File: src/rtl/uart_out_pkg.sv
// Shared definitions for the 8N1 output-port serializer: FSM encoding and defaults.
package uart_out_pkg;

    typedef enum logic [1:0] {
        UART_IDLE  = 2'd0,
        UART_START = 2'd1,
        UART_DATA  = 2'd2,
        UART_STOP  = 2'd3
    } uart_state_e;

    localparam int UART_DEFAULT_CLKS_PER_BIT = 4;
    localparam int UART_DEFAULT_DEPTH        = 4;

    // LSB-first serialization: the next bit to send always sits in bit 0.
    function automatic logic [7:0] shift_lsb_out(input logic [7:0] d);
        return {1'b0, d[7:1]};
    endfunction

endpackage

File: src/rtl/uart_out_fifo.sv
// Small synchronous FIFO with show-ahead head output; a push is accepted when
// full only if a pop happens on the same edge.
module uart_out_fifo #(
    parameter int N     = 8,
    parameter int DEPTH = 4
) (
    input  logic         clk,
    input  logic         reset,
    input  logic         push,
    input  logic         pop,
    input  logic [N-1:0] in,
    output logic [N-1:0] out,
    output logic         full,
    output logic         empty
);

    localparam int          AW       = $clog2(DEPTH);
    localparam logic [AW:0] FULL_CNT = (AW+1)'(DEPTH);

    logic [N-1:0]  mem_q [DEPTH];
    logic [AW-1:0] wr_ptr_q;
    logic [AW-1:0] rd_ptr_q;
    logic [AW:0]   count_q;
    logic [AW:0]   count_d;
    logic          push_ok_s;
    logic          pop_ok_s;

    assign full      = (count_q == FULL_CNT);
    assign empty     = (count_q == '0);
    assign pop_ok_s  = pop && !empty;
    assign push_ok_s = push && (!full || pop_ok_s);
    assign out       = mem_q[rd_ptr_q];

    // Occupancy next-state: simultaneous push and pop leaves the count unchanged.
    always_comb begin
        count_d = count_q;
        case ({push_ok_s, pop_ok_s})
            2'b10:   count_d = count_q + (AW+1)'(1);
            2'b01:   count_d = count_q - (AW+1)'(1);
            default: count_d = count_q;
        endcase
    end

    // Pointer and count registers; pointers wrap naturally at DEPTH.
    always_ff @(posedge clk or posedge reset) begin
        if (reset) begin
            wr_ptr_q <= '0;
            rd_ptr_q <= '0;
            count_q  <= '0;
        end else begin
            count_q <= count_d;
            if (push_ok_s) wr_ptr_q <= wr_ptr_q + AW'(1);
            if (pop_ok_s)  rd_ptr_q <= rd_ptr_q + AW'(1);
        end
    end

    // Storage array; contents are meaningless once the pointers are reset.
    always_ff @(posedge clk) begin
        if (push_ok_s) mem_q[wr_ptr_q] <= in;
    end

endmodule

File: src/rtl/uart_out.sv
// Output-port serializer: queues OUT-strobe bytes and sends each one as an
// 8N1 frame on a registered tx line, back-to-back while data is queued.
module uart_out
    import uart_out_pkg::*;
#(
    parameter int CLKS_PER_BIT = UART_DEFAULT_CLKS_PER_BIT,
    parameter int DEPTH        = UART_DEFAULT_DEPTH
) (
    input  logic       clk,
    input  logic       reset,
    input  logic [7:0] in,
    input  logic       load,
    output logic       tx,
    output logic       busy,
    output logic       full,
    output logic       empty,
    output logic       overflow
);

    localparam int          BW        = $clog2(CLKS_PER_BIT);
    localparam logic [BW-1:0] BAUD_LAST = BW'(CLKS_PER_BIT - 1);

    uart_state_e   state_q, state_d;
    logic [BW-1:0] baud_q, baud_d;
    logic [2:0]    bit_q, bit_d;
    logic [7:0]    shift_q, shift_d;
    logic          tx_q, tx_d;
    logic          overflow_q, overflow_d;
    logic          pop_s;
    logic          baud_wrap_s;
    logic [7:0]    head_s;
    logic          fifo_full_s;
    logic          fifo_empty_s;

    uart_out_fifo #(
        .N     (8),
        .DEPTH (DEPTH)
    ) u_fifo (
        .clk   (clk),
        .reset (reset),
        .push  (load),
        .pop   (pop_s),
        .in    (in),
        .out   (head_s),
        .full  (fifo_full_s),
        .empty (fifo_empty_s)
    );

    assign baud_wrap_s = (baud_q == BAUD_LAST);

    // Transmitter next-state; tx_d is the line value for the state being entered.
    always_comb begin
        state_d = state_q;
        baud_d  = baud_q;
        bit_d   = bit_q;
        shift_d = shift_q;
        tx_d    = tx_q;
        pop_s   = 1'b0;
        case (state_q)
            UART_IDLE: begin
                baud_d = '0;
                bit_d  = 3'd0;
                tx_d   = 1'b1;
                if (!fifo_empty_s) begin
                    pop_s   = 1'b1;
                    shift_d = head_s;
                    state_d = UART_START;
                    tx_d    = 1'b0;
                end else begin
                    state_d = UART_IDLE;
                end
            end
            UART_START: begin
                if (baud_wrap_s) begin
                    baud_d  = '0;
                    state_d = UART_DATA;
                    tx_d    = shift_q[0];
                end else begin
                    baud_d = baud_q + BW'(1);
                end
            end
            UART_DATA: begin
                if (baud_wrap_s) begin
                    baud_d  = '0;
                    shift_d = shift_lsb_out(shift_q);
                    if (bit_q == 3'd7) begin
                        bit_d   = 3'd0;
                        state_d = UART_STOP;
                        tx_d    = 1'b1;
                    end else begin
                        bit_d = bit_q + 3'd1;
                        tx_d  = shift_q[1];
                    end
                end else begin
                    baud_d = baud_q + BW'(1);
                end
            end
            UART_STOP: begin
                if (baud_wrap_s) begin
                    baud_d = '0;
                    // Chain straight into the next start bit when more data waits.
                    if (!fifo_empty_s) begin
                        pop_s   = 1'b1;
                        shift_d = head_s;
                        state_d = UART_START;
                        tx_d    = 1'b0;
                    end else begin
                        state_d = UART_IDLE;
                        tx_d    = 1'b1;
                    end
                end else begin
                    baud_d = baud_q + BW'(1);
                end
            end
            default: begin
                state_d = UART_IDLE;
                baud_d  = '0;
                bit_d   = 3'd0;
                tx_d    = 1'b1;
            end
        endcase
    end

    // A push is dropped only when the queue is full and nothing leaves this edge.
    always_comb begin
        overflow_d = overflow_q;
        if (load && fifo_full_s && !pop_s) begin
            overflow_d = 1'b1;
        end else begin
            overflow_d = overflow_q;
        end
    end

    // Transmitter and sticky-flag registers.
    always_ff @(posedge clk or posedge reset) begin
        if (reset) begin
            state_q    <= UART_IDLE;
            baud_q     <= '0;
            bit_q      <= 3'd0;
            shift_q    <= 8'h00;
            tx_q       <= 1'b1;
            overflow_q <= 1'b0;
        end else begin
            state_q    <= state_d;
            baud_q     <= baud_d;
            bit_q      <= bit_d;
            shift_q    <= shift_d;
            tx_q       <= tx_d;
            overflow_q <= overflow_d;
        end
    end

    assign tx       = tx_q;
    assign busy     = (state_q != UART_IDLE);
    assign full     = fifo_full_s;
    assign empty    = fifo_empty_s;
    assign overflow = overflow_q;

endmodule

File: config.mk
export PLATFORM = sky130hd
export DESIGN_NAME = uart_out
export DESIGN_NICKNAME = d
export VERILOG_FILES = /design/src/rtl/uart_out_pkg.sv /design/src/rtl/uart_out_fifo.sv /design/src/rtl/uart_out.sv
export SDC_FILE = /design/constraint.sdc
export NUM_CORES = 1
export LEC_CHECK = 0
export CORE_ASPECT_RATIO = 0.9
export CORE_MARGIN = 5
export CORE_UTILIZATION = 50
export CTS_BUF_LIST = sky130_fd_sc_hd__clkbuf_16
export DETAILED_ROUTE_END_ITERATION = 16
export MAX_ROUTING_LAYER = met4
export PLACE_DENSITY = 0.69
export SYNTH_ARGS = -nofsm -noshare
export SYNTH_HDL_FRONTEND = slang
export SYNTH_SLANG_ARGS = --single-unit
File: constraint.sdc
create_clock -name clk -period 3.03 [get_ports clk]
set_clock_uncertainty 0.2 [all_clocks]
set_input_delay 0.4545 -clock clk [delete_from_list [all_inputs] [get_ports clk]]
set_output_delay 0.4545 -clock clk [all_outputs]
set_load 0.02 [all_outputs]
Yosys cells after proc, flatten, opt, wreduce, memory -nomap -nowiden
Memories as Yosys holds them, arrays and structs flattened. Cells that the tools add are included.

Word-level logic and storage cells: 74. RAM bits: 32. Bits of input ports: 11. Register bits after elaboration: 24. Memories kept: 1. Output and inout port bits: 5.

Equal/unequal tests: 12. Muxes and demuxes: 27. Reduce and logical (&&, ||, !) cells: 19. Add/subtract/negate cells: 6.

Memory list: u_fifo.mem_q (words 4, bits a word 8, read ports 1, clocked after Yosys merged registers in 0, write ports 1, line uart_out_fifo.sv:20) `logic [N-1:0] mem_q [DEPTH];`.

Operator list (number): 8-bit 2-to-1 mux (3); 8-bit one-hot mux with 3 select lines (1); 3-bit one-hot mux with 2 select lines (2); 1-bit 2-to-1 mux (10); 2-bit 2-to-1 mux (5); 2-bit equality test, second input constant (4); 2-bit != test, second input constant (4); 2-bit one-hot mux with 4 select lines (1); 2-bit by 1-bit adder with 2-bit output, second input constant (3); 3-bit by 1-bit adder with 3-bit output, second input constant (2); 3-bit equality test, second input constant (2); 3-bit 2-to-1 mux (2); 3-bit AND reduction (2); 2-bit nonzero test (3); 2-bit by 1-bit equality test with 1-bit output, second input constant (2); 1-bit logical AND (4); 1-bit one-hot mux with 4 select lines (1); 2-bit one-hot mux with 2 select lines (1); 4-bit AND reduction (1); 1-bit zero test (3); 3-bit zero test (1); 3-bit nonzero test (1); 3-bit OR reduction (1); 3-bit by 1-bit subtractor with 3-bit output, second input constant (1); 4 further kinds (4).

Logic depth before layout (Yosys ltp)
Depth in word-level cells: 9. Depth in mapped cells: 9.

Hierarchy
A second synthesis with hierarchy kept.

Cells, all modules: 170. Area total of the unflattened synthesis: 2596.2 µm².

Modules (own cells, without submodules): uart_out_fifo (instances 1, area an instance 1675.4 µm², seq. area each 1136.1 µm², cells an instance 96); uart_out (instances 1, area an instance 920.9 µm², seq. area each 426.7 µm², cells an instance 74).

Worst setup path before layout
No wires, ideal clock.

Kind: register -> register. Start: reg state_q[0]. End: reg u_fifo.count_q[2]. Library setup time: 124 ps. Stages on the path, launching flop included: 10. Arrival: 2410 ps. Buffers on the path: 1. Slack: 296 ps. Cell sequence: dfrtp_1 > inv_1 > ha_1 > buf_4 > or4_4 > fa_1 > nor2b_1 > o21ai_0 > o311a_2 > a211o_1.

Longest elaborated chain between the ends: 7.

Ends and longest elaborated chain: start, declared (line uart_out.sv:23) `uart_state_e state_q, state_d;`; start signal, assigned (line uart_out.sv:144) `state_q <= state_d;`; 2-bit equality test / 2-bit zero test (equally long branches) (line uart_out.sv:59) `case (state_q)`; 1-bit one-hot mux with 2 select lines * (line uart_out.sv:59); 1-bit logical AND * (line uart_out_fifo.sv:30) `assign pop_ok_s = pop && !empty;`; 1-bit logical OR (line uart_out_fifo.sv:31) `assign push_ok_s = push && (!full || pop_ok_s);`; 1-bit logical AND (line uart_out_fifo.sv:31); 2-bit by 1-bit equality test with 1-bit output / 2-bit equality test (equally long branches) (line uart_out_fifo.sv:37) `case ({push_ok_s, pop_ok_s})`; 3-bit one-hot mux with 2 select lines / 2-bit nonzero test (equally long branches); end signal, assigned (line uart_out_fifo.sv:51) `count_q <= count_d;`; end, declared (line uart_out_fifo.sv:23) `logic [AW:0] count_q;`.

Mark *: on every way between the ends. The rest lies on a longest branch, timed or not. A chain may end at the register's enable or synchronous reset.

Worst setup path after layout
Start: reg state_q[1]. End: reg u_fifo.count_q[2].

The elaborated chain is that of the path after synthesis.

==> impl_results.md <==
- CTS tree: built
- Hold-fix buffers, CTS: 0
- Post-synth EDFFs: 32
- Mapped Avg Cell Area: 13.75 µm²
- GRT Residual Overflow: 0
- CP cell instances: inv_1 > ha_1 > a21oi_2 > or4_4 > fa_1 > nor2b_1 > o21ai_1 > o311a_2 > a211o_1
- Antenna Nets Post-Route: 0
- RD Place Congestion: 0.8941
- Die area: 0.006742 mm²
- Clock share of power: 0.187
- CTS sink cnt: 56
- Routed len/inst: 17.08 µm
- #FFs+latches synth: 56
- Worst-margin pin slew: 942.1 ps
- Cell Area, Synth: 0.002599 mm²
- Gate power share: 0.411
- Final Max Tran Viols: 0
- Leak Pwr: 1.186 nW
- Post-CTS setup buffer count: 0
- Seq/Total Area, Yosys: 0.6013
- Worst-path fanout max: 7
- Clock Latency Late Sink: 300 ps
- Root buf cell: clkbuf_16
- Worst hold path class: reg -> reg
- Syn Nets: 214
- Port Buffers: 15
- Worst path arrival time: 2820 ps
- Internal power: 1.975 mW
- Ports: 16
- CORE AREA: 0.004955 mm²
- Compound-gate portion of the synthesized area: 0.1213
- Setup CP Type: reg -> reg
- First-pass GRT wire length: 7824 µm
- Crit share post-route: 0.9361
- Multiplexer share of the synthesized area: 0.09148
- F_max: 0.3526 GHz
- Vias in the first global route: 1620
- Pwr dens: 1053 mW/mm²
- Synth Flop Type: edfxtp_1
- Syn-to-layout area delta: 15.12%
- Largest net degree at the start of global routing: 25
- Die W: 86.00 µm
- Cell with the largest stage delay on the worst path: or4_4
- Setup violators final: 0
- Cell count of the worst reg-to-reg path: 9
- Gr usage total: 0.1571
- Nets: 235
- Filler cell count: 370
- Clock transition at path regs: 80 ps
- # resized after CTS: 0
- Result of the run: finished clean
- ANT cells: 0
- Synth cell types: 45
- Total length of routed wires: 4713 µm
- Rel. slew slack: 0.3712
- Initial antenna violation count: 0
- Crit end category: flip-flop
- Layout cells sized above 1: 0.1469
- Switching Power: 1.175 mW
- Drt pass-1 iters: 4
- Min Tclk post-route: 2836 ps
- Sw Share: 0.3729
- # H-tree levels: 2
- YS warnings: 0
- CTS Buf Count: 5
- Worst path required time: 3020 ps
- Hold depth: 1
- Slowest stage delay, CP: 510 ps
- Clk buf depth: 2
- Ys async rst share: 0.4286
- Max cap viols: 0
- Setup TNS Final: 0 ps
- Number of remaining DRC errors: 0
- Syn Inst Count: 189
- Mean number of vias per cell: 5.692
- RSZ-0062 raised after global routing: no
- Fin. Hold Viols: 0
- Starting Density: 0.5245
- Vias after detailed routing: 1571
- Power share of the sequential group: 0.402
- Power Total: 3.150 mW
- Iter 0 DRT Violations: 166
- Adder-Cell Fraction of Synth Area: 0.07029
- Die H: 78.40 µm
- Xor and xnor fraction of the mapped netlist area: 0.01685
- Post-layout util: 0.6038
- Post-Synth Simple-Gate Area: 0.06115
- VDD IR max: 0.4659 mV
- Post-DP HPWL: 3308 µm
- CP startpoint kind: flip-flop
- Row count: 24
- Largest family of logic cells by synthesized area: compound AO/OA/AOI/OAI gates
-- flip-flops by register name (all words and copies together), names as in the netlist --
name	flops
u_fifo.wr_ptr_q	2
bit_q	3
overflow	1
u_fifo.rd_ptr_q	2
baud_q	2
shift_q	8
tx	1
state_q	2
u_fifo.mem_q	32
u_fifo.count_q	3
-- power groups by stage --
stage	combinational, mW	clock [mW]	sequential, mW
CTS	1.31	0.598	1.27
finish	1.30	0.588	1.27
detailed placement	1.29	0	1.28
floorplan	1.01	0	1.20
global placement	1.22	0	1.26
global route	1.43	0.637	1.30
-- cell families after synthesis --
| logic type | count (synthesis) |
|---|---|
| DFF | 56 |
| AOI/OAI and AO/OA | 45 |
| and+or+nand+nor | 32 |
| buffers and inverters | 24 |
| adders and majority gates | 14 |
| muxes | 13 |
| xor gates and xnor gates | 5 |
-- placed cells by master, fill, tap and decap left out, drive strengths merged, types with 2 or more instances in the layout --
cell type | Yosys | layout
clkdlybuf4s50 | 0 | 15
inv | 17 | 19
xor2 | 3 | 3
a21oi | 5 | 5
nor2 | 12 | 12
or4 | 2 | 2
edfxtp | 32 | 32
dfrtp | 23 | 23
a22oi | 14 | 14
xnor2 | 2 | 2
nor2b | 2 | 2
mux2 | 3 | 3
a22o | 2 | 2
clkbuf | 2 | 5
buf | 5 | 6
ha | 13 | 13
nand2 | 7 | 7
mux4 | 8 | 8
o21ai | 15 | 15
nor3 | 3 | 3
mux2i | 2 | 2
-- worst max-delay path, delay by kind of cell, from the launching register on --
family	cells	cell delay (ps)
AND/OR/NAND/NOR	2	690
adder cells (fa/ha/maj)	2	640
AO/OA/AOI/OAI	4	620
flip-flops	1	410
buffers and inverters	1	150
-- final timing paths --
path	slack (ps)	from	endpoint
worst max-delay path	190	state_q[1]	u_fifo.count_q[2]
worst min-delay path	240	baud_q[0]	baud_q[0]
worst max register to register	190	state_q[1]	u_fifo.count_q[2]
worst min register to register	240	baud_q[0]	baud_q[0]
max in group asynchronous	1580	reset	bit_q[1]
min in group asynchronous	460	reset	state_q[1]
-- synth_stat cells, types with 2 or more instances --
cell,n,share of area
mux2i_1,2,0.0077
clkbuf_1,2,0.0029
mux4_2,8,0.069
nor2_1,12,0.017
nor3_1,3,0.0058
nand2_1,7,0.010
nor2b_1,2,0.0048
dfrtp_1,23,0.22
a22oi_1,14,0.040
o21ai_0,13,0.025
buf_2,3,0.0058
mux2_2,2,0.0087
a22o_1,2,0.0067
a21oi_1,4,0.0077
inv_1,16,0.023
edfxtp_1,32,0.37
xnor2_1,2,0.0067
ha_1,13,0.063
xor2_1,3,0.010
-- per-layer routing --
layer | GRT usage | wire length [µm] | up-vias
li1 | - | - | 748
met1 | 0.1732 | 1960 | 782
met5 | - | 0 | -
met4 | 0.06646 | 78 | 0
met3 | 0.04817 | 212 | 8
met2 | 0.2635 | 2463 | 33
-- through the flow --
| step | instance area (µm²) | hold WS (ps) | std cells | setup WS, ps |
|---|---|---|---|---|
| after floorplan | 2599 | 214.0 | 189 | 295.7 |
| after global placement | 2841 | 224.9 | 268 | 285.7 |
| after detailed placement | 2841 | 228.5 | 268 | 114.1 |
| after CTS | 2992 | 241.9 | 276 | 142.4 |
| after global routing | 2992 | 252.9 | 276 | 42.30 |
| final | 2992 | 241.9 | 276 | 193.6 |
-- layout make-up --
cell class              instances  area, µm²  area share
repair buffers                 21      195.2     0.06524
multi-input cells             109      938.4      0.3137
flip-flops and latches         56       1563      0.5224
well taps                      65      81.33     0.02719
clock inverters                 3      25.02    0.008365
inverters                      17      63.81     0.02133
clock buffers                   5      125.1     0.04182
No activity file was read; power rests on OpenSTA's default activity.
